$ cat src/rtl/regfile_dump_ctrl.sv
`default_nettype none
// ============================================================================
// Module      : regfile_dump_ctrl
// Description : Debug-path register file dumper. On a start pulse it takes
//               the register file's debug read port (debug_on_o), walks
//               addresses 0..NUM_REGS-1 and serializes each 32-bit word
//               MSB-first onto a valid/ready byte stream for the debug UART.
//               Optional feature macro: REGDUMP_CHECKSUM_EN appends an 8-bit
//               XOR checksum of all data bytes as a final byte.
// Revision    : 1.0 - initial release
// ----------------------------------------------------------------------------
// Ports:
//   clk               system clock (register file samples address on negedge)
//   rst               asynchronous active-high reset
//   start_i           one-cycle dump request, ignored unless idle
//   reg_debug_data_i  debug read data from the register file
//   debug_on_o        selects the debug read path, high for the whole dump
//   read_reg_debug_o  register address being read
//   tx_data_o         byte to transmit
//   tx_valid_o        tx_data_o is valid
//   tx_ready_i        transmitter accepts the byte when valid & ready
//   busy_o            dump in progress
//   done_o            one-cycle pulse after the last byte is accepted
// ============================================================================
module regfile_dump_ctrl #(
    parameter int NUM_REGS = 32,
    parameter int ADDR_W   = 5,
    parameter int DATA_W   = 32   // fixed at 32: four bytes per register
) (
    input  logic              clk,
    input  logic              rst,
    input  logic              start_i,
    input  logic [DATA_W-1:0] reg_debug_data_i,
    output logic              debug_on_o,
    output logic [ADDR_W-1:0] read_reg_debug_o,
    output logic [7:0]        tx_data_o,
    output logic              tx_valid_o,
    input  logic              tx_ready_i,
    output logic              busy_o,
    output logic              done_o
);

    localparam logic [ADDR_W-1:0] c_LAST_ADDR = ADDR_W'(NUM_REGS - 1);

    typedef enum logic [2:0] {
        S_IDLE  = 3'd0,
        S_SETUP = 3'd1,
        S_WAIT  = 3'd2,
        S_LOAD  = 3'd3,
        S_SEND  = 3'd4,
        S_NEXT  = 3'd5,
        S_DONE  = 3'd6
`ifdef REGDUMP_CHECKSUM_EN
       ,S_CSUM  = 3'd7
`endif
    } state_t;

    state_t              state_q,    state_d;
    logic                debug_on_q, debug_on_d;
    logic [ADDR_W-1:0]   addr_q,     addr_d;
    logic [7:0]          tx_data_q,  tx_data_d;
    logic                tx_valid_q, tx_valid_d;
    logic                busy_q,     busy_d;
    logic                done_q,     done_d;
    logic [DATA_W-1:0]   shift_q,    shift_d;
    logic [1:0]          cnt_q,      cnt_d;
`ifdef REGDUMP_CHECKSUM_EN
    logic [7:0]          csum_q,     csum_d;
`endif

    logic                w_accept;
    logic                w_finish;

    assign w_accept = tx_valid_q & tx_ready_i;

    // ------------------------------------------------------------------------
    // State and datapath registers
    // ------------------------------------------------------------------------
    always_ff @(posedge clk or posedge rst) begin
        if (rst) begin
            state_q    <= S_IDLE;
            debug_on_q <= 1'b0;
            addr_q     <= '0;
            tx_data_q  <= 8'h00;
            tx_valid_q <= 1'b0;
            busy_q     <= 1'b0;
            done_q     <= 1'b0;
            shift_q    <= '0;
            cnt_q      <= 2'd0;
`ifdef REGDUMP_CHECKSUM_EN
            csum_q     <= 8'h00;
`endif
        end else begin
            state_q    <= state_d;
            debug_on_q <= debug_on_d;
            addr_q     <= addr_d;
            tx_data_q  <= tx_data_d;
            tx_valid_q <= tx_valid_d;
            busy_q     <= busy_d;
            done_q     <= done_d;
            shift_q    <= shift_d;
            cnt_q      <= cnt_d;
`ifdef REGDUMP_CHECKSUM_EN
            csum_q     <= csum_d;
`endif
        end
    end

    // ------------------------------------------------------------------------
    // Next-state and output logic
    // ------------------------------------------------------------------------
    always_comb begin
        state_d    = state_q;
        debug_on_d = debug_on_q;
        addr_d     = addr_q;
        tx_data_d  = tx_data_q;
        tx_valid_d = tx_valid_q;
        busy_d     = busy_q;
        done_d     = 1'b0;
        shift_d    = shift_q;
        cnt_d      = cnt_q;
        w_finish   = 1'b0;
`ifdef REGDUMP_CHECKSUM_EN
        csum_d     = csum_q;
`endif

        case (state_q)
            S_IDLE: begin
                if (start_i) begin
                    state_d    = S_SETUP;
                    busy_d     = 1'b1;
                    debug_on_d = 1'b1;
                    addr_d     = '0;
`ifdef REGDUMP_CHECKSUM_EN
                    csum_d     = 8'h00;
`endif
                end
            end

            // Address is stable across the negedge where the register file
            // samples it; WAIT gives the returned data a full guard cycle.
            S_SETUP: state_d = S_WAIT;
            S_WAIT:  state_d = S_LOAD;

            S_LOAD: begin
                shift_d    = reg_debug_data_i;
                cnt_d      = 2'd0;
                tx_data_d  = reg_debug_data_i[DATA_W-1 -: 8];
                tx_valid_d = 1'b1;
                state_d    = S_SEND;
            end

            S_SEND: begin
                if (w_accept) begin
`ifdef REGDUMP_CHECKSUM_EN
                    csum_d = csum_q ^ tx_data_q;
`endif
                    if (cnt_q == 2'd3) begin
                        tx_valid_d = 1'b0;
                        state_d    = S_NEXT;
                    end else begin
                        // Rotate rather than zero-fill so every bit of the
                        // word is consumed; the byte order seen is identical.
                        shift_d   = {shift_q[DATA_W-9:0], shift_q[DATA_W-1 -: 8]};
                        tx_data_d = shift_q[DATA_W-9 -: 8];
                        cnt_d     = cnt_q + 2'd1;
                    end
                end
            end

            S_NEXT: begin
                if (addr_q == c_LAST_ADDR) begin
`ifdef REGDUMP_CHECKSUM_EN
                    tx_data_d  = csum_q;
                    tx_valid_d = 1'b1;
                    state_d    = S_CSUM;
`else
                    w_finish   = 1'b1;
`endif
                end else begin
                    addr_d  = addr_q + 1'b1;
                    state_d = S_SETUP;
                end
            end

`ifdef REGDUMP_CHECKSUM_EN
            S_CSUM: begin
                if (w_accept) begin
                    tx_valid_d = 1'b0;
                    w_finish   = 1'b1;
                end
            end
`endif

            S_DONE:  state_d = S_IDLE;

            default: state_d = S_IDLE;
        endcase

        // Common exit into DONE: release the read port and pulse done
        if (w_finish) begin
            state_d    = S_DONE;
            done_d     = 1'b1;
            busy_d     = 1'b0;
            debug_on_d = 1'b0;
            addr_d     = '0;
        end
    end

    assign debug_on_o       = debug_on_q;
    assign read_reg_debug_o = addr_q;
    assign tx_data_o        = tx_data_q;
    assign tx_valid_o       = tx_valid_q;
    assign busy_o           = busy_q;
    assign done_o           = done_q;

endmodule
`default_nettype wire

$ cat config.mk
export PLATFORM = sky130hd
export DESIGN_NAME = regfile_dump_ctrl
export DESIGN_NICKNAME = d
export VERILOG_FILES = /design/src/rtl/regfile_dump_ctrl.sv
export SDC_FILE = /design/constraint.sdc
export NUM_CORES = 1
export LEC_CHECK = 0
export BUFFER_PORTS_ARGS = -buffer_cell sky130_fd_sc_hd__clkbuf_2
export CORE_MARGIN = 10
export CORE_UTILIZATION = 38
export DETAILED_ROUTE_END_ITERATION = 10
export SYNTH_ARGS = -nofsm -noshare
export SYNTH_HDL_FRONTEND = slang
export SYNTH_SLANG_ARGS = --single-unit
$ cat constraint.sdc
create_clock -name clk -period 2.71 [get_ports clk]
set_clock_uncertainty 0.2 [all_clocks]
set_input_delay 0.4065 -clock clk [delete_from_list [all_inputs] [get_ports clk]]
set_output_delay 0.4065 -clock clk [all_outputs]
set_load 0.02 [all_outputs]
==> reports/qor.yml <==
placed_design:
  portBuffers: 52
  dp_hpwl_um: 3346
  dp.cells: 294
  place.gp.congestion: 0.7448
  pre_cts_slack_ns: 0.5546
finish:
  synthToLayoutAreaGrowth_pct: 17.71
  final_cells: 303
  drive_gt1_frac: 0.5965
  fin_nets: 266
  postLayoutCoreUtil: 0.4622
  diodes: 0
critical_path:
  reg2reg_depth: 4
  cp_cell_sequence: "or3b_1 -> o31ai_4 -> buf_12 -> mux2_2"
  critPathRequiredTime_ns: 2.69
  startpoint: "state_q[0]$_DFFE_PP0P_"
  path_max_fanout: 34
  cp_slowest_cell: "dfrtp_1"
  cp.arrival_ns: 2.14
  cp-start-kind: "flip-flop"
  critPathKind: "flip-flop to flip-flop"
  crit_end: "tx_data_o[1]$_DFFE_PP0P_"
  max_stage_delay_ns: 0.50
  critPathCaptureType: "flip-flop"
  rrSetupSlack_ns: 0.55
  r2r_start: "state_q[0]$_DFFE_PP0P_"
  r2r_end: "tx_data_o[1]$_DFFE_PP0P_"
clocking:
  clockRootBuffer: "clkbuf_8"
  worstSkewPairLatency_ns: 0.30
  htreeDepth: 2
  clk_path_buf_depth: 2
  cts.clk_slew.worst_paths_ns: 0.09
  cts_tree: "done"
  cts_setup_buffers: 0
  cts_num_sinks: 45
  numCtsBuffers: 5
detailed_routing:
  antenna_left: 0
  drc: 0
  post_drt_wl_per_cell_um: 14.57
  drtIter0Drc: 55
  postRouteWirelength_um: 4415
  num_vias: 1498
  via_per_inst: 4.944
  firstDrtPassIters: 3
timing:
  fin_ws_ns: 0.5464
  rsz0062_at_grt: "no"
  final.setup.tns_ns: 0
  whs_ns: 0.2593
  min_period_ns: 2.164
  finalHoldViolCount: 0
  relSlewSlack: 0.7363
  setup_viol: 0
  worst_pin_slew_ns: 0.3949
  fmax_mhz: 462.2
  final-max-slew-violation-count: 0
  period_share: 0.7984
floorplan:
  dieWidth_um: 98.45
  start_util: 0.3926
  die_h_um: 98.45
  dieArea_um2: 9691
  core_area_um2: 5956
  num_rows: 28
  ios: 53
logic_synthesis:
  syn_avg_cell_area_um2: 13.06
  synth_top_area_frac: 0.4815
  synth_largest_area_cell: "dfrtp_1"
  syn_inst: 179
  yosysWarningCount: 0
  synth-seq-cells: 45
  ys_types: 34
  ys_seq_area_frac: 0.4815
  syn-num-nets: 218
  syn-cell-area_um2: 2338
  synth.area.top_cells: "dfrtp_1 48%, mux2_2 31%, buf_4 2.9%"
min_path:
  min_from: "reg_debug_data_i[7]"
  hold_class: "input port to flip-flop"
global_routing:
  grt_max_degree: 35
  grtUsageTotal: 0.09437
  antenna_found_initial: 0
  grt_pass1_wl_um: 7700
  grt_pass1_vias: 1587
  overflow: 0
flow_run:
  drv_cap: 0
pwr:
  clkPwrFrac: 0.186
  pwr-share-seq: 0.425
  p_sw_frac: 0.3237
  p_per_area_nw_per_um2: 982.1
  comb_power_share: 0.389
  leakage_nw: 1.254
  intPower_w: 0.001828
  p_switching_w: 0.0008751
  ir_drop_uv: 486.1
status:
  outcome: "completed"
## through the flow
| stage | total power, W | area [um2] |
|---|---|---|
| finish | 0.002703 | 2753 |
| global route | 0.002901 | 2753 |
| CTS | 0.002748 | 2753 |
| detailed placement | 0.002238 | 2631 |
| global placement | 0.002212 | 2631 |
| floorplan | 0.002050 | 2338 |
## synthesized netlist by cell type, drive strengths merged
cell,n
o211ai,1
or3b,2
inv,6
a22o,2
clkbuf,4
mux2i,2
dfrtp,45
o22ai,2
a21oi,3
and3,2
o32ai,1
a31oi,1
nand4b,1
o21ai,3
mux2,65
ha,3
nand2b,3
nor2b,1
or3,1
nand2,3
nor3,1
nand3,1
nand3b,1
nor3b,3
buf,15
o31ai,1
and4bb,1
nor2,2
a211o,1
a21o,1
a211oi,1
## state kept, by name (all words and copies together), names as in the netlist
name	flops
busy_o	1
shift_q	25
state_q	3
tx_valid_o	1
read_reg_debug_o	5
tx_data_o	7
done_o	1
cnt_q	2
## worst min-delay path by stage
stage / cells after the start / endpoint
floorplan: 1 / cnt_q[0]$_DFFE_PP0P_
global placement: 2 / tx_data_o[1]$_DFFE_PP0P_
detailed placement: 2 / tx_data_o[1]$_DFFE_PP0P_
CTS: 3 / tx_data_o[6]$_DFFE_PP0P_
global route: 3 / tx_data_o[6]$_DFFE_PP0P_
finish: 3 / shift_q[7]$_DFFE_PP0P_
## metal layers
layer	part of all wire	global-route usage	wire, um	up-vias
met5	0	0	0	-
met4	0.014	0.03308	63	0
met3	0.061	0.03701	269	5
met2	0.47	0.1513	2072	33
met1	0.46	0.1123	2009	729
li1	-	-	-	731
## power by group through the flow
stage | Combinational (W) | Clock, W | Sequential, W
floorplan | 0.000932 | 0 | 0.00112
global placement | 0.00106 | 0 | 0.00116
detailed placement | 0.00107 | 0 | 0.00116
CTS | 0.00107 | 0.000522 | 0.00115
global route | 0.00116 | 0.000547 | 0.00119
finish | 0.00105 | 0.000504 | 0.00115
## cell type report
type | count | area, um2
Multi-Input combinational cell | 109 | 1064
Tap cell | 75 | 93.84
Clock buffer | 6 | 72.57
Clock inverter | 2 | 38.79
Timing Repair Buffer | 60 | 335.3
Inverter | 6 | 22.52
Fill cell | 577 | 3203
Sequential cell | 45 | 1126
## cells by family after synthesis
| group | after synthesis | share of synthesized area |
|---|---|---|
| mux | 67 | 0.3216 |
| flops | 45 | 0.4815 |
| buf+inv | 25 | 0.06580 |
| simple gates | 22 | 0.06046 |
| compound gates | 17 | 0.05458 |
| fa+ha+maj | 3 | 0.01605 |
## timing repair
action                                 4_1_cts  5_1_grt
endpoints found under the hold margin       17        0
hold buffers                                 1        0
resized for setup                            0        0
setup endpoints to repair                    0        0
## critical path: cells and delay by family, from the launching register on
| kind | cells | cell delay [ns] |
|---|---|---|
| simple gates | 1 | 0.47 |
| compound gates | 1 | 0.27 |
| flops | 1 | 0.50 |
| buf+inv | 1 | 0.24 |
| mux | 1 | 0.35 |
## cells in the final DEF (no fill, tap or decap), types with 2 or more instances in the layout
master / n
nand2_1: 3
clkbuf_8: 5
and3_1: 2
a22o_1: 2
nand2b_1: 3
clkbuf_2: 52
nor2_1: 2
dfrtp_1: 45
a21oi_1: 3
ha_1: 3
inv_1: 5
mux2i_1: 2
o22ai_1: 2
mux2_2: 65
nor3b_1: 2
buf_4: 6
o21ai_0: 3
Power figures use the tool's default switching activity.
